--- src/rtl/branch_resolve_unit.sv ---
// In-order branch queue: records predicted branches at decode, pairs them with execute
// resolutions, and emits one registered predictor update per resolution. Optional: BRU_STATS_EN.
module branch_resolve_unit #(
  parameter int DEPTH = 4,
  parameter int PTR_W = 2
) (
  input  logic       clock,
  input  logic       reset_n,
  input  logic       issue_valid,
  input  logic [1:0] issue_addr,
  input  logic [1:0] issue_offset,
  input  logic       issue_pred,
  output logic       issue_ready,
  input  logic       resolve_valid,
  input  logic       resolve_taken,
  output logic       update,
  output logic [1:0] buffer_addr,
  output logic [1:0] buffer_offset,
  output logic       branch_result,
  output logic       mispredict,
  output logic       empty
`ifdef BRU_STATS_EN
  ,
  output logic [15:0] resolve_count,
  output logic [15:0] mispredict_count,
  output logic [7:0]  underflow_count
`endif
);

  localparam logic [PTR_W:0] FULL_CNT = (PTR_W+1)'(DEPTH);

  logic [1:0]       addr_q   [DEPTH];
  logic [1:0]       offset_q [DEPTH];
  logic             pred_q   [DEPTH];
  logic [PTR_W-1:0] head_q, head_d;
  logic [PTR_W-1:0] tail_q, tail_d;
  logic [PTR_W:0]   count_q, count_d;

  logic             update_q;
  logic             mispredict_q;
  logic [1:0]       baddr_q;
  logic [1:0]       boffset_q;
  logic             result_q;

  logic             push;
  logic             pop;
  logic             miss;

`ifdef BRU_STATS_EN
  logic [15:0]      resolve_cnt_q;
  logic [15:0]      mispredict_cnt_q;
  logic [7:0]       underflow_cnt_q;
`endif

  assign issue_ready = (count_q != FULL_CNT);
  assign empty       = (count_q == '0);

  always_comb begin
    pop     = resolve_valid && (count_q != '0);
    push    = issue_valid && issue_ready;
    miss    = pop && (resolve_taken != pred_q[head_q]);
    head_d  = head_q;
    tail_d  = tail_q;
    count_d = count_q;
    if (miss) begin
      // Wrong-path flush: everything behind head, including a same-cycle push, is dropped.
      head_d  = tail_q;
      count_d = '0;
    end else begin
      if (push) tail_d = tail_q + 1'b1;
      if (pop)  head_d = head_q + 1'b1;
      case ({push, pop})
        2'b10:   count_d = count_q + 1'b1;
        2'b01:   count_d = count_q - 1'b1;
        default: count_d = count_q;
      endcase
    end
  end

  always_ff @(posedge clock or negedge reset_n) begin
    if (!reset_n) begin
      for (int i = 0; i < DEPTH; i++) begin
        addr_q[i]   <= '0;
        offset_q[i] <= '0;
        pred_q[i]   <= 1'b0;
      end
      head_q       <= '0;
      tail_q       <= '0;
      count_q      <= '0;
      update_q     <= 1'b0;
      mispredict_q <= 1'b0;
      baddr_q      <= '0;
      boffset_q    <= '0;
      result_q     <= 1'b0;
`ifdef BRU_STATS_EN
      resolve_cnt_q    <= '0;
      mispredict_cnt_q <= '0;
      underflow_cnt_q  <= '0;
`endif
    end else begin
      if (push && !miss) begin
        addr_q[tail_q]   <= issue_addr;
        offset_q[tail_q] <= issue_offset;
        pred_q[tail_q]   <= issue_pred;
      end
      head_q       <= head_d;
      tail_q       <= tail_d;
      count_q      <= count_d;
      update_q     <= pop;
      mispredict_q <= miss;
      // Data outputs hold between updates so the predictor sees stable values.
      if (pop) begin
        baddr_q   <= addr_q[head_q];
        boffset_q <= offset_q[head_q];
        result_q  <= resolve_taken;
      end
`ifdef BRU_STATS_EN
      if (pop && (resolve_cnt_q != '1))
        resolve_cnt_q <= resolve_cnt_q + 1'b1;
      if (miss && (mispredict_cnt_q != '1))
        mispredict_cnt_q <= mispredict_cnt_q + 1'b1;
      if (resolve_valid && (count_q == '0) && (underflow_cnt_q != '1))
        underflow_cnt_q <= underflow_cnt_q + 1'b1;
`endif
    end
  end

  assign update        = update_q;
  assign mispredict    = mispredict_q;
  assign buffer_addr   = baddr_q;
  assign buffer_offset = boffset_q;
  assign branch_result = result_q;

`ifdef BRU_STATS_EN
  assign resolve_count    = resolve_cnt_q;
  assign mispredict_count = mispredict_cnt_q;
  assign underflow_count  = underflow_cnt_q;
`endif

endmodule

--- config.mk ---
export PLATFORM = sky130hd
export DESIGN_NAME = branch_resolve_unit
export DESIGN_NICKNAME = d
export VERILOG_FILES = /design/src/rtl/branch_resolve_unit.sv
export SDC_FILE = /design/constraint.sdc
export NUM_CORES = 1
export LEC_CHECK = 0
export BUFFER_PORTS_ARGS = -buffer_cell sky130_fd_sc_hd__buf_2
export CORE_MARGIN = 4
export CORE_UTILIZATION = 40
export CTS_CLUSTER_DIAMETER = 60
export CTS_CLUSTER_SIZE = 14
export DETAILED_ROUTE_END_ITERATION = 8
export GPL_TIMING_DRIVEN = 0
export SLEW_MARGIN = 40
export SYNTH_ARGS = -nofsm -noshare
export SYNTH_HDL_FRONTEND = slang
export SYNTH_SLANG_ARGS = --single-unit
--- constraint.sdc ---
create_clock -name clock -period 2 [get_ports clock]
set_input_delay 0.6 -clock clock [delete_from_list [all_inputs] [get_ports clock]]
set_output_delay 0.6 -clock clock [all_outputs]
set_load 0.02 [all_outputs]
==> flow_summary_export.csv, run 1 <==
group,metric,value,unit
timing,finalSetupTns,-322.5,ps
cells_and_area,nets,185,
detailed_routing,viasPerCell,5.268,
detailed_routing,num_vias,1159,
clock_tree,insertion_delay,280,ps
timing,setup-violations-final,17,
worst_setup_path,worstSetupPathType,"reg2reg",
worst_setup_path,cp_slowest_cell,"dfrtp_2",
yosys,ys_dominant_reg_cell,"dfrtp_1",
placement,place_inst,199,
floorplanning,core-area,4058,um2
detailed_routing,ant_nets,0,
yosys,synth_most_common_cell,"dfrtp_1",
floorplanning,num_rows,23,
clock_tree,clockBufferDepth,2,
detailed_routing,dr.first_iter.drc_count,56,
worst_setup_path,cp.arrival,2210,ps
yosys,synth_top_area_cell,"dfrtp_1",
yosys,ys_warn_count,0,
placement,routabilityCongestion,0.8059,
global_route,overflow,0,
clock_tree,clk_pin_slew,70,ps
clock_tree,tritoncts,"done",
worst_setup_path,worst-path-max-fanout,10,
global_route,grt_first_pass_wirelength,6.486,mm
yosys,synthXorXnorAreaFrac,3.152,%
floorplanning,start_util,42.06,%
yosys,synthMuxAreaShare,21.33,%
yosys,syn-num-nets,146,
yosys,netlist_instances,131,
yosys,synth_top_family_by_area,"multiplexers",
yosys,synthTopCellsByArea,"dfrtp_1, mux2_2, mux4_1",
timing,fmax,490.2,MHz
floorplanning,io_pins,19,
timing,skew,3.736,ps
detailed_routing,highest_layer,"met4",
timing,max-slew-margin-rel,70.50,%
global_route,antenna_found_initial,0,
worst_setup_path,worst-endpoint-required,2170,ps
hold_path,hold_path_class,"in2async",
cells_and_area,multi_input_comb_area,873.3,um2
yosys,yosys.area_share.simple,9.018,%
worst_setup_path,cp-end-kind,"flop",
yosys,synth_common_cells,"dfrtp_1, mux2_2, nand2_1, inv_1, nand3_1",
pwr,leakagePower,0.001006,uW
placement,port_buffers,18,
global_route,grt_max_degree,35,
floorplanning,fp.dieW,73.32,um
detailed_routing,wl_per_cell,17.14,um
yosys,synthArstFlopShare,100.0,%
timing,hold_violations,0,
yosys,synth_edf_count,0,
global_route,grt_pass1_vias,1342,
yosys,synthAdderAreaFrac,4.106,%
detailed_routing,wl_met2,1.971,mm
floorplanning,die-area,5376,um2
yosys,synth-compound-area-share,9.311,%
global_route,track_usage,16.02,%
pwr,ir_worst_vdd,0.8224,mV
yosys,yosysSeqAreaShare,49.85,%
yosys,synth_cell_types,32,
yosys,yosys.area.top_type_share,49.85,%
placement,dpl.hpwl,2.437,mm
cells_and_area,synthToLayoutAreaGrowth,26.91,%
cells_and_area,drive_above_1_share,46.47,%
timing,rsz0062_at_grt,"yes",
worst_setup_path,cp_cell_sequence,"buf_4 -> o31ai_4 -> inv_1 -> clkbuf_4 -> a21oi_4 -> mux2_2",
yosys,syn_area_per_cell,13.03,um2
clock_tree,cts.sinks,34,
timing,tightestPinTransition,442.6,ps
detailed_routing,wl_met1,1.644,mm
worst_setup_path,startpoint_type,"flop",
floorplanning,die_h,73.32,um
cells_and_area,fin_cells,220,
yosys,syn_area,1707,um2
detailed_routing,first_pass_iters,4,
cells_and_area,fillers,344,
clock_tree,cts-htree-levels,2,
timing,setup_slack,-40.18,ps
cells_and_area,n_antenna_cell,0,
worst_setup_path,max_stage_delay,420,ps
timing,fin_crit_sh,102.0,%
cells_and_area,regArea,854.6,um2
detailed_routing,routed_wl,3.770,mm
run_status,status,"finished, violations left",
yosys,synth_seq_cells,34,
timing,drv_slew,0,
flow_run,maxCapViolations,0,
detailed_routing,drc_errors,0,
pwr,powerDensity,1685,nW/um2
detailed_routing,met3WireLength,129,um
run_status,violations,"negative setup slack",
clock_tree,clk_root_buffer_cell,"clkbuf_8",
timing,period_minus_slack,2040,ps
clock_tree,cts_buffers,5,
[area by class of cell]
| cell class | count | share of cell area [%] |
|---|---|---|
| tap | 50 | 2.889 |
| multi-input combinational | 85 | 40.32 |
| timing repair buffer | 32 | 10.51 |
| sequential | 34 | 39.46 |
| clock inverter | 2 | 0.4622 |
| clock buffer | 5 | 3.177 |
| inverter | 7 | 1.213 |
| buffer | 5 | 1.964 |
[timing repair]
item | 4_1_cts | 5_1_grt
setup endpoints to repair | 24 | 27
hold buffers | 0 | 0
hold endpoints to repair | 0 | 0
gates resized for setup | 19 | 10
setup buffers | 13 | 1
pin swaps | 6 | 9
[per-layer routing]
layer | up-vias | GRT usage [%]
met5 | - | 0
met4 | 0 | 4.225
met3 | 5 | 3.830
met2 | 17 | 28.10
met1 | 593 | 19.72
li1 | 544 | -
[worst paths after layout]
kind                                     start             end  slack, ps  cells after the start
worst max-delay path                count_q[1]       addr_q[6]        -40                      6
worst min-delay path                   reset_n       addr_q[3]        260                      1
worst max register to register      count_q[1]       addr_q[6]        -40                      6
worst min register to register  buffer_addr[0]  buffer_addr[0]        470                      2
max in group asynchronous              reset_n      count_q[0]       1400                      1
min in group clock              buffer_addr[0]  buffer_addr[0]        470                      2
[kinds of logic (layout without fill, tap and decap cells)]
| group | count (synthesis) | count (layout) |
|---|---|---|
| XOR/XNOR | 4 | 4 |
| adder cells (fa/ha/maj) | 5 | 5 |
| flip-flops | 34 | 34 |
| buffers and inverters | 12 | 51 |
| AO/OA/AOI/OAI | 17 | 17 |
| AND/OR/NAND/NOR | 33 | 33 |
| multiplexers | 26 | 26 |
[metrics by stage]
stage	instance area (um2)	util (%)	hold slack [ps]	worst slack [ps]	total power (uW)
2_1_floorplan	1712	-	304.4	43.42	2398
3_3_place_gp	1864	45.95	457.0	-178.3	2701
3_5_place_dp	1864	45.95	457.5	-221.5	2793
4_1_cts	2125	52.36	403.8	-41.85	3613
5_1_grt	2166	53.38	290.2	-123.6	3916
6_report	2166	53.38	261.6	-40.18	3649
[registers in the layout (all words and copies together) (netlist names)]
name           flops
addr_q             8
offset_q           8
pred_q             4
count_q            3
buffer_addr        2
buffer_offset      2
head_q             2
tail_q             2
branch_result      1
mispredict         1
update             1
[layout by cell type (no fill, tap or decap), drive strengths merged]
master,instances
buf,33
clkbuf,9
nor3b,1
mux4,5
xnor2,2
o211ai,1
nor3,4
o21ai,4
nand3,5
and2,1
nor2,2
a211oi,1
and3,1
mux2,21
a21oi,6
inv,7
xor2,2
clkinv,2
nand2,17
dfrtp,34
fa,1
o311ai,1
a41o,1
or3b,2
o31ai,1
o41ai,1
a221oi,1
ha,4
[worst max-delay path, delay by kind of cell, from the launching register on]
kind,cells,cell delay [ps]
buffers and inverters,3,570
flip-flops,1,420
multiplexers,1,370
AO/OA/AOI/OAI,2,570
[report_power, final]
group / internal, uW / switching, uW
Combinational: 1010 / 934
Sequential: 1040 / 199
Clock: 233 / 239
Note: power is estimated with default switching activity, not from simulation.
==> run 2, diff against run 1 <==
Settings changed: SKIP_CTS_REPAIR_TIMING set to 1.
==> run 2 against run 1 <==
  * The flow still finishes with violations (negative setup slack)
  * Global-route usage fell by 1.4 points
  * Power down 1.8%
  * Die area is the same
  * Critical path depth fell by 1
  * Cell count shrank 1.8%
  * Largest power group unchanged
  * Register-to-register slack got worse by 50 ps
  * Largest cell class unchanged
  * Sequential power about the same
  * Sequential share of layout area grew 1.1 points
  * Maximum frequency decreased by 2.6%
  * Clock power about the same
  * Wire length fell by 3.5%
  * First-iteration DRC count is 43% lower
==> flow_summary_export.csv, run 2 (same netlist as run 1, synthesis figures left out) <==
group,metric,value,unit
run_status,status,"finished, violations left",
run_status,violations,"negative setup slack",
worst_setup_path,r2r_start,"head_q[0]",
cells_and_area,final_area,2108,um2
worst_setup_path,r2r-end,"addr_q[7]",
timing,tightestPinTransition,508.4,ps
placement,dpl.hpwl,2.437,mm
cells_and_area,synthToLayoutAreaGrowth,23.53,%
clock_tree,clk_root_buffer_cell,"clkbuf_8",
floorplanning,fp.dieW,73.32,um
global_route,grt_pass1_vias,1229,
timing,hold_violations,0,
floorplanning,core-area,4058,um2
cells_and_area,largest_registers,"addr_q (8), offset_q (8), pred_q (4)",
pwr,powerDensity,1699,nW/um2
global_route,antenna_found_initial,0,
clock_tree,cts_buffers,5,
placement,place_inst,199,
cells_and_area,fin_util,51.96,%
pwr,p_clk_share,13.3,%
pwr,ir_worst_vdd,0.8718,mV
floorplanning,io_pins,19,
timing,setup-violations-final,20,
cells_and_area,final_cell_mix,"dfrtp_1, buf_2, nand2_1, mux2_2, buf_4",
pwr,seqPwrFrac,35.4,%
cells_and_area,fin_cells,216,
detailed_routing,first_pass_iters,4,
timing,rsz0062_at_grt,"yes",
timing,max-slew-margin-rel,66.11,%
pwr,p_sw_share,37.95,%
worst_setup_path,worst-endpoint-required,2170,ps
placement,placed_cell_area,1864,um2
detailed_routing,routed_wl,3.637,mm
worst_setup_path,r2r.worst_path.cells,5,
worst_setup_path,cp.arrival,2260,ps
detailed_routing,drc_errors,0,
clock_tree,clk_pin_slew,70,ps
pwr,net-switching-power,1359,uW
global_route,grt_first_pass_wirelength,5.871,mm
placement,port_buffers,18,
hold_path,hold_path_class,"in2async",
worst_setup_path,r2r_slack,-90,ps
pwr,leakagePower,0.0009701,uW
worst_setup_path,cp-end-kind,"flop",
global_route,overflow,0,
cells_and_area,n_antenna_cell,0,
pwr,p_comb_share,51.3,%
detailed_routing,viasPerCell,5.310,
floorplanning,start_util,42.06,%
clock_tree,clockBufferDepth,2,
detailed_routing,ant_nets,0,
timing,period_minus_slack,2094,ps
cells_and_area,fillers,344,
detailed_routing,wl_per_cell,16.84,um
clock_tree,tritoncts,"done",
timing,skew,2.807,ps
cells_and_area,final_common_cell,"dfrtp_1",
timing,fmax,477.5,MHz
pwr,p_total,3581,uW
flow_run,maxCapViolations,0,
timing,worst_hold_slack,261.4,ps
detailed_routing,dr.first_iter.drc_count,32,
worst_setup_path,startpoint_type,"flop",
placement,routabilityCongestion,0.8059,
global_route,grt_max_degree,35,
timing,setup_slack,-94.26,ps
floorplanning,num_rows,23,
cells_and_area,drive_above_1_share,46.39,%
timing,drv_slew,0,
detailed_routing,num_vias,1147,
worst_setup_path,worst-path-max-fanout,7,
pwr,p_int,2222,uW
clock_tree,cts-htree-levels,2,
global_route,track_usage,14.57,%
timing,fin_crit_sh,104.7,%
floorplanning,die_h,73.32,um
clock_tree,cts.sinks,34,
clock_tree,insertion_delay,280,ps
cells_and_area,nets,181,
worst_setup_path,worstSetupPathType,"reg2reg",
floorplanning,die-area,5376,um2
run 2: critical path, stage by stage (launching register included):
cell and delay, ps:
dfrtp_1 340, buf_6 120, mux4_2 570, xor2_4 260
a21oi_4 320, mux2_2 370
run 2: stage by stage:
step / setup TNS, ps / setup WS [ps]
floorplan: 0 / 43.42
global placement: -2470 / -178.3
detailed placement: -3172 / -221.5
CTS: -3530 / -237.5
global route: -3108 / -169.4
finish: -1188 / -94.26
run 2: area by class of cell:
class / instances / area (um2) / area share, %
Buffer: 5 / 36.28 / 1.721
Clock buffer: 5 / 68.82 / 3.264
Clock inverter: 2 / 10.01 / 0.4748
Inverter: 7 / 26.28 / 1.246
Multi-Input combinational cell: 85 / 875.8 / 41.54
Sequential cell: 34 / 854.6 / 40.53
Tap cell: 50 / 62.56 / 2.967
Timing Repair Buffer: 28 / 173.9 / 8.249
run 2: worst max-delay path by stage:
stage	end	slack, ps	start	cells past startpoint
after floorplan	count_q[2]	40	count_q[0]	7
after global placement	addr_q[4]	-180	count_q[2]	5
after detailed placement	addr_q[5]	-220	count_q[0]	5
after CTS	addr_q[4]	-240	count_q[2]	5
after global routing	offset_q[5]	-170	head_q[0]	5
final	addr_q[7]	-90	head_q[0]	5
run 2: power groups by stage:
stage	Combinational [uW]	Clock (uW)	Sequential (uW)
2_1_floorplan	1130	0	1270
3_3_place_gp	1470	0	1240
3_5_place_dp	1530	0	1260
4_1_cts	1530	490	1250
5_1_grt	2000	522	1320
6_report	1840	475	1270
run 2: metal layers:
metal	vias to the layer above	routed length (um)	share of wire (%)	track usage, %
met4	0	25	0.69	3.622
met5	-	0	0	0
li1	532	-	-	-
met1	589	1540	42	17.60
met2	21	1935	53	25.92
met3	5	136	3.7	3.694
